[config.mk]
export PLATFORM = sky130hd
export DESIGN_NAME = mul_sequencer_flat
export DESIGN_NICKNAME = d
export VERILOG_FILES = /design/src/rtl/mul_sequencer_if.sv /design/src/rtl/mul_sequencer.sv /design/src/flat_wrapper.sv
export SDC_FILE = /design/constraint.sdc
export NUM_CORES = 1
export LEC_CHECK = 0
export CAP_MARGIN = 20
export CORE_AREA = 4 4 229 164
export CTS_BUF_LIST = sky130_fd_sc_hd__clkbuf_16
export CTS_CLUSTER_SIZE = 10
export DETAILED_ROUTE_END_ITERATION = 16
export DIE_AREA = 0 0 233 168
export DONT_BUFFER_PORTS = 1
export HOLD_SLACK_MARGIN = 0.12
export PLACE_DENSITY = 0.64
export SYNTH_ARGS = -nofsm -noshare
export SYNTH_HDL_FRONTEND = slang
export SYNTH_SLANG_ARGS = --single-unit
[constraint.sdc]
create_clock -name clk -period 3.05 [get_ports clk]
set_clock_uncertainty 0.1 [all_clocks]
set_input_delay 0.4575 -clock clk [delete_from_list [all_inputs] [get_ports clk]]
set_output_delay 0.4575 -clock clk [all_outputs]
set_load 0.005 [all_outputs]
[src/rtl/mul_sequencer_if.sv]
// Issue/result bus for the sequential 64-bit multiplier.
// The control side drives start/flush/operands; the multiplier drives
// stall/busy/done/result.
interface mul_sequencer_if;
    logic        start;
    logic        flush;
    logic [63:0] opA;
    logic [63:0] opB;
    logic        stall;
    logic        busy;
    logic        done;
    logic [63:0] result;

    modport master (
        output start,
        output flush,
        output opA,
        output opB,
        input  stall,
        input  busy,
        input  done,
        input  result
    );

    modport slave (
        input  start,
        input  flush,
        input  opA,
        input  opB,
        output stall,
        output busy,
        output done,
        output result
    );
endinterface

[src/rtl/mul_sequencer.sv]
// Sequential shift-add multiplier: one partial product per BUSY cycle,
// low 64 bits of opA*opB (identical for signed and unsigned operands).
// Optional feature macro: MUL_EARLY_TERM_EN -- finish as soon as the
// remaining multiplier bits are all zero instead of always taking 64 steps.
module mul_sequencer (
    input  logic          clk,
    input  logic          reset,
    mul_sequencer_if.slave bus
);

    typedef enum logic [1:0] {
        S_IDLE = 2'd0,
        S_BUSY = 2'd1,
        S_DONE = 2'd2
    } state_t;

    state_t      r_state;
    logic [63:0] r_mcd;
    logic [63:0] r_mlr;
    logic [63:0] r_acc;
    logic [63:0] r_result;
    logic [5:0]  r_count;
    logic        r_busy;
    logic        r_done;

    logic [63:0] w_acc_next;
    logic [63:0] w_mcd_next;
    logic [63:0] w_mlr_next;
    logic        w_last;
    logic        w_issue;

    // One shift-add step and the decision whether it is the final one
    always_comb begin
        w_acc_next = r_mlr[0] ? (r_acc + r_mcd) : r_acc;
        w_mcd_next = {r_mcd[62:0], 1'b0};
        w_mlr_next = {1'b0, r_mlr[63:1]};
`ifdef MUL_EARLY_TERM_EN
        w_last     = (r_count == 6'd63) || (w_mlr_next == 64'd0);
`else
        w_last     = (r_count == 6'd63);
`endif
    end

    // A start only counts in IDLE and loses to a simultaneous flush
    assign w_issue = (r_state == S_IDLE) && bus.start && !bus.flush;

    // Sequencer FSM with operand/accumulator datapath and registered status
    always_ff @(posedge clk or negedge reset) begin
        if (!reset) begin
            r_state  <= S_IDLE;
            r_mcd    <= 64'd0;
            r_mlr    <= 64'd0;
            r_acc    <= 64'd0;
            r_result <= 64'd0;
            r_count  <= 6'd0;
            r_busy   <= 1'b0;
            r_done   <= 1'b0;
        end else begin
            case (r_state)
                S_IDLE: begin
                    r_busy <= 1'b0;
                    r_done <= 1'b0;
                    if (w_issue) begin
                        r_mcd   <= bus.opA;
                        r_mlr   <= bus.opB;
                        r_acc   <= 64'd0;
                        r_count <= 6'd0;
                        r_busy  <= 1'b1;
                        r_state <= S_BUSY;
                    end
                end
                S_BUSY: begin
                    if (bus.flush) begin
                        // Squashed: drop the work, keep the previous result
                        r_busy  <= 1'b0;
                        r_state <= S_IDLE;
                    end else begin
                        r_acc   <= w_acc_next;
                        r_mcd   <= w_mcd_next;
                        r_mlr   <= w_mlr_next;
                        r_count <= r_count + 6'd1;
                        if (w_last) begin
                            r_result <= w_acc_next;
                            r_busy   <= 1'b0;
                            r_done   <= 1'b1;
                            r_state  <= S_DONE;
                        end
                    end
                end
                S_DONE: begin
                    r_done  <= 1'b0;
                    r_state <= S_IDLE;
                end
                default: begin
                    r_busy  <= 1'b0;
                    r_done  <= 1'b0;
                    r_state <= S_IDLE;
                end
            endcase
        end
    end

    // Front-end freeze covers the issue cycle, all BUSY cycles and DONE
    assign bus.stall  = reset && ((r_state != S_IDLE) || w_issue);
    assign bus.busy   = r_busy;
    assign bus.done   = r_done;
    assign bus.result = r_result;

endmodule

[src/flat_wrapper.sv]
// flat-port wrapper written by rule: the top's interface ports become plain ports
module mul_sequencer_flat 
  (clk, reset, bus_start, bus_flush, bus_opA, bus_opB, bus_stall, bus_busy, bus_done, bus_result);
  mul_sequencer_if bus_i ();
  input  logic clk;
  input  logic reset;
  input wire logic [$bits(bus_i.start)-1:0] bus_start;
  input wire logic [$bits(bus_i.flush)-1:0] bus_flush;
  input wire logic [$bits(bus_i.opA)-1:0] bus_opA;
  input wire logic [$bits(bus_i.opB)-1:0] bus_opB;
  output wire logic [$bits(bus_i.stall)-1:0] bus_stall;
  output wire logic [$bits(bus_i.busy)-1:0] bus_busy;
  output wire logic [$bits(bus_i.done)-1:0] bus_done;
  output wire logic [$bits(bus_i.result)-1:0] bus_result;
  assign bus_i.start = bus_start;
  assign bus_i.flush = bus_flush;
  assign bus_i.opA = bus_opA;
  assign bus_i.opB = bus_opB;
  assign bus_stall = bus_i.stall;
  assign bus_busy = bus_i.busy;
  assign bus_done = bus_i.done;
  assign bus_result = bus_i.result;
  mul_sequencer u_core (.clk(clk), .reset(reset), .bus(bus_i));
endmodule
==> results of run 1 <==
## power by group
part / switching (mW) / leakage [nW] / total [mW] / internal (mW)
Sequential: 0.655 / 3.50 / 4.90 / 4.25
Combinational: 3.14 / 4.69 / 5.47 / 2.33
Clock: 1.44 / 0.415 / 3.22 / 1.78
Total: 5.23 / 8.61 / 13.6 / 8.36
## registers in the layout (all words and copies together) (netlist names)
register / count
u_core.bus.busy: 1
u_core.bus.done: 1
u_core.bus.result: 64
u_core.r_acc: 64
u_core.r_count: 6
u_core.r_mcd: 64
u_core.r_mlr: 64
u_core.r_state: 2
## kinds of logic (layout without fill, tap and decap cells)
logic type / count (synthesis) / in the layout / synth area share (%)
other: 0 / 1 / 0
multiplexers: 161 / 161 / 10.4
flip-flops: 266 / 266 / 42.5
adder cells (fa/ha/maj): 65 / 65 / 5.24
XOR/XNOR: 63 / 63 / 3.52
AND/OR/NAND/NOR: 545 / 545 / 15.6
AO/OA/AOI/OAI: 521 / 521 / 19.4
buffers and inverters: 136 / 297 / 3.40
## final cells by class
type	count	area, um2	area share (%)
antenna	1	2.50	0.0130
timing repair buffer	236	2140	11.2
clock buffer	31	776	4.04
tap	480	601	3.13
inverter	21	78.8	0.411
clock inverter	9	41.3	0.215
multi-input combinational	1355	8880	46.3
sequential	266	6660	34.7
## layout by cell type (no fill, tap or decap), types with 8 or more instances in the layout
cell type / n
clkbuf_16: 31
a21o_1: 18
and3_1: 33
mux2i_1: 150
o21bai_1: 12
o21a_1: 8
inv_1: 23
a21oi_2: 18
dlygate4sd3_1: 128
nor2b_1: 8
nor2_1: 61
or3_1: 9
nand2_1: 292
nand4_1: 24
ha_2: 14
nor3_1: 14
mux2_2: 11
xor2_1: 32
xnor2_1: 27
dfrtp_1: 265
o21ai_1: 24
o21ai_0: 261
a21oi_1: 95
ha_1: 45
buf_4: 104
nand3_1: 67
## metal layers
layer | vias up | global-route usage [%] | wire (um)
met5 | - | 0 | 48
met4 | 8 | 4.08 | 743
met3 | 59 | 5.84 | 3420
met2 | 375 | 35.2 | 20200
met1 | 6612 | 35.4 | 22700
li1 | 6552 | - | -
## per-stage QoR
step | TNS [ns] | power, mW | area (um2)
global route | -0.668 | 14.5 | 19200
global placement | 0 | 9.74 | 16600
finish | 0 | 13.6 | 19200
CTS | 0 | 13.3 | 18800
detailed placement | -0.824 | 9.88 | 16600
floorplan | 0 | 8.27 | 15700
## cells in the mapped netlist, types with 9 or more instances
cell type | instances | area share (%)
nor2b_1 | 11 | 0.44
and3_1 | 33 | 1.3
mux2_2 | 11 | 0.79
or3_1 | 9 | 0.36
o21bai_1 | 14 | 0.67
a21oi_1 | 113 | 3.6
xor2_1 | 33 | 1.8
clkbuf_1 | 89 | 2.1
a21o_1 | 18 | 0.86
mux2i_1 | 150 | 9.6
ha_1 | 64 | 5.1
xnor2_1 | 30 | 1.7
buf_2 | 17 | 0.54
nor2_1 | 65 | 1.6
nand3_1 | 68 | 2.2
dfrtp_1 | 266 | 42
nand2_1 | 293 | 7.0
o21ai_1 | 14 | 0.45
o21ai_0 | 273 | 8.7
nor3_1 | 16 | 0.51
nand4_1 | 24 | 0.96
inv_1 | 21 | 0.50
a31oi_1 | 11 | 0.44
## worst max path at each step
stage,start,endpoint,slack (ns),cells past startpoint
2_1_floorplan,u_core.r_acc[0],u_core.bus.result[52],0.20,12
3_3_place_gp,u_core.r_acc[0],u_core.bus.result[56],0.007,12
3_5_place_dp,u_core.r_mcd[0],u_core.bus.result[54],-0.18,12
4_1_cts,u_core.r_acc[5],u_core.bus.result[42],0.004,11
5_1_grt,u_core.r_mcd[0],u_core.bus.result[56],-0.07,12
6_report,u_core.r_mcd[0],u_core.r_acc[52],0.04,13
## critical path, stage by stage, from the launching register on
cell and delay, ns:
dfrtp_1 0.37, ha_2 0.20, inv_2 0.05, fa_2 0.37, nor2b_2 0.14, o211ai_1 0.15
a31oi_2 0.32, o21bai_2 0.13, a21oi_2 0.25, a41oi_4 0.23, o31ai_4 0.25, buf_4 0.16
xnor2_2 0.10, o21ai_1 0.09
## what timing repair did
item,in CTS,in global routing
setup endpoints to repair,19,63
setup buffers,4,3
gates resized for setup,12,79
pin swaps,11,36
hold endpoints to repair,394,266
==> impl_results.md, run 1 <==
- Worst EP arrival: 3.37 ns
- Final hold violation count: 266
- Minimum clock period: 3.01 ns
- Initial DRT Pass Iterations: 5
- Vias in the first global route: 13.5k
- Place WS: -0.177 ns
- Area growth from synthesis to layout: 22.4%
- Die ar.: 0.0391 mm2
- Share of cells above drive strength 1: 12.9%
- Leak: 8.61 nW
- Worst setup margin: 0.0404 ns
- Syn Inst Count: 1757
- Drt via density: 5.67
- Distinct cell type count after synthesis: 72
- Finished Layout Cells: 2399
- CP max FO: 3
- CTS root buffer: clkbuf_16
- Ports: 199
- Status: complete, but fails checks
- Reg2Reg Setup Slack: 0.04 ns
- Worst slew margin: 35.6%
- Synth Register Bits: 266
- Async S/R FF share, synth: 100%
- Main flop type after synthesis: dfrtp_1
- Ys Warns: 0
- Gr ovfl total: 0
- Clk sink count: 266
- GR Util All Layers: 23.6%
- Pwr Density: 708 mW/mm2
- CTS Buffer Depth: 3
- Cts hold-fix bufs: 128
- EDFF count, synth: 0
- Worst-path clk slew: 0.07 ns
- Post-Syn Area: 0.0157 mm2
- RSZ-0062 raised after global routing: yes
- Syn_area_per_cell: 8.92 um2
- WL/cell: 19.6 um
- Fill cells: 3224
- Setup violations, final: 0
- CTS H-tree lvls: 1
- Final Util: 54.2%
- VDD IR-drop max: 0.000526 V
- Seq/Total Area, Yosys: 42.5%
- Detailed Place HPWL: 33.0 mm
- Post-synthesis net count: 1954
- Hold Crit Class: in2async
- Worst slew pin tran: 0.956 ns
- Min Hold Slack: -0.525 ns
- Residual DRC count: 0
- Worst setup SP type: register
- Tcrit/Tclk final: 98.7%
- Height of the die: 168 um
- Setup CP Type: reg2reg
- WL final: 47.1 mm
- DRT antenna net count: 0
- Worst R2R End: u_core.r_acc[52]
- Initial antenna violation count: 4
- Starting Density: 44.2%
- Crit. End Element: register
- TritonCTS Buffers: 31
- Pins Over Slew Limit: 0
- Die Wd: 233 um
- Worst EP required: 3.41 ns
- Reg2reg path depth: 13
- Port Buf Inserts: 0
- Failing checks: hold timing
- Routability cong.: 0.917
- Via count: 13.6k
- Site Rows: 58
- Largest net degree at the start of global routing: 268
- Total Nets Final: 2108
- Core box area: 0.0354 mm2
- R2r startpoint: u_core.r_mcd[0]
- Fmax: 332 MHz
- Placed Instances: 2223
- First-pass GRT wire length: 75.3 mm
- Worst skew pair latency: 0.59 ns
- 1st-iter DRT viols: 936
- Max Cap Viol: 0
- CTS tree: yes
Power figures use the tool's default switching activity.
==> inputs of run 2 (changes only) <==
Settings changed: CORE_AREA 4 4 229 164 to 4 4 279 199, DIE_AREA 0 0 233 168 to 0 0 283 203, PLACE_DENSITY 0.64 to 0.48.
==> run 2 against run 1 <==
  * The flow still finishes with violations (hold timing)
  * Fmax increased by 1.1%
  * Via count up 0.43%
  * Flip-flop and latch count stayed put
  * Combinational power rose by 9.1%
  * Register-to-register slack improved by 0.03 ns
  * Hold slack gained 0.075 ns
  * Final cell count rose by 12%
  * First-iteration DRC count is 6.8% lower
  * Clock-buffer cell count up 5
  * Global-route usage shrank 6.5 points
  * Critical endpoint is now u_core.bus.result[57]
==> impl_results.md, run 2 (synthesis gave the netlist of run 1 again) <==
- Status: complete, but fails checks
- Failing checks: hold timing
- Minimum clock period: 2.98 ns
- CP peak stage delay: 0.41 ns
- Commonest cells after routing, fill and taps aside: nand2_1, dfrtp_1, o21ai_0, buf_4, mux2i_1
- Crit-path slowest cell: dfrtp_1
- Most common cell after layout, fill and taps aside: nand2_1
- Worst skew pair latency: 0.55 ns
- Worst setup SP type: register
- Detailed Place HPWL: 35.9 mm
- Finished Layout Cells: 2676
- Final hold violation count: 266
- CTS Buffer Depth: 3
- Leak: 8.95 nW
- Drt via density: 5.11
- Cts hold-fix bufs: 128
- Initial antenna violation count: 4
- Share of cells above drive strength 1: 16.8%
- CTS root buffer: clkbuf_16
- GR Util All Layers: 17.2%
- First-pass GRT wire length: 79.3 mm
- Final instance area: 0.0202 mm2
- Gr ovfl total: 0
- 1st-iter DRT viols: 872
- Core box area: 0.0530 mm2
- Area growth from synthesis to layout: 29.1%
- Worst-path clk slew: 0.06 ns
- Height of the die: 203 um
- Die ar.: 0.0574 mm2
- DRT antenna net count: 0
- Largest net degree at the start of global routing: 268
- Worst Setup SP: u_core.r_acc[6]
- Fmax: 336 MHz
- WL final: 50.4 mm
- Final Util: 38.2%
- Worst EP required: 3.38 ns
- Total Nets Final: 2161
- Final Power: 14.7 mW
- Clk sink count: 266
- Setup violations, final: 0
- TritonCTS Buffers: 35
- Setup CP Type: reg2reg
- Via count: 13.7k
- Worst slew margin: 30.8%
- CP max FO: 6
- Pins Over Slew Limit: 0
- Min Hold Slack: -0.450 ns
- Place WS: -0.185 ns
- Residual DRC count: 0
- CTS H-tree lvls: 2
- Routability cong.: 0.901
- Vias in the first global route: 13.5k
- RSZ-0062 raised after global routing: yes
- Max Cap Viol: 0
- Starting Density: 29.5%
- Ports: 199
- Site Rows: 71
- Pwr Density: 729 mW/mm2
- Placed instance area: 0.0173 mm2
- Worst setup margin: 0.0739 ns
- Hold Crit Class: in2async
- VDD IR-drop max: 0.000382 V
- Reg2reg path depth: 12
- Tcrit/Tclk final: 97.6%
- Worst EP arrival: 3.31 ns
- R2r startpoint: u_core.r_acc[6]
- Initial DRT Pass Iterations: 5
- Placed Instances: 2481
- Port Buf Inserts: 0
- Worst slew pin tran: 1.04 ns
- Die Wd: 283 um
- Critical Path, Cell by Cell: ha_4, a21oi_2, o21ai_2, a221oi_2, buf_4, a21oi_1, nor2_1, buf_4, o31a_1, o21ai_2, mux2i_1, a211o_1
- CTS tree: yes
- Crit. End Element: register
- WL/cell: 18.8 um
==> run 2: cell types whose count changed in the layout (fill, tap and decap cells not counted), moves of 3 or more <==
cell,previous run,this run
buf_4,104,151
clkbuf_16,31,36
ha_1,45,30
ha_2,14,21
ha_4,5,13
o21ai_0,261,256
o21ai_1,24,27
==> run 2: where the power goes <==
part | leakage, nW | switching [mW] | total (mW) | internal [mW]
combinational | 4.93 | 3.30 | 5.97 | 2.67
clock | 0.528 | 1.59 | 3.87 | 2.29
sequential | 3.50 | 0.663 | 4.91 | 4.25
total | 8.95 | 5.55 | 14.7 | 9.20
==> run 2: area by class of cell <==
cell class,count,area [um2]
multi-input cells,1355,9050
flip-flops and latches,266,6660
repair buffers,285,2530
diodes,3,7.51
well taps,693,867
fillers,5319,32800
clock buffers,36,901
inverters,21,78.8
clock inverters,17,141
==> run 2: per-layer routing <==
| metal | GRT usage (%) | routed length (um) | share of wire [%] |
|---|---|---|---|
| met1 | 24.8 | 24900 | 49 |
| met2 | 25.8 | 21500 | 43 |
| met3 | 4.73 | 3400 | 6.7 |
| met4 | 3.24 | 628 | 1.2 |
| met5 | 0 | 13 | 0.026 |
==> run 2: final timing paths <==
path	endpoint	slack, ns
max	u_core.bus.result[57]	0.07
min	u_core.r_mcd[32]	-0.45
max in group asynchronous	u_core.r_mcd[3]	2.41
min reg2reg	u_core.r_mlr[37]	0.38
max reg2reg	u_core.bus.result[57]	0.07
min in group clk	u_core.bus.busy	0.19
==> run 2: per-stage QoR <==
stage               hold slack (ns)  TNS [ns]
finish                       -0.450         0
global route                 -0.487    -0.317
CTS                          -0.505         0
detailed placement           0.0882     -1.16
global placement             0.0910    -0.656
floorplan                    0.0619         0
==> run 2: what timing repair did <==
item	CTS	global route
hold endpoints to repair	394	266
pin swaps	9	38
endpoints found under the setup margin	28	50
cloned	0	0
buffers inserted	2	9
resized for setup	23	108
==> run 2: critical path: cells and delay by family, from the launching register on <==
kind / cells / cell delay (ns)
DFF: 1 / 0.41
muxes: 1 / 0.11
adders and majority gates: 1 / 0.32
and+or+nand+nor: 1 / 0.09
buffers and inverters: 2 / 0.32
AOI/OAI and AO/OA: 7 / 1.54
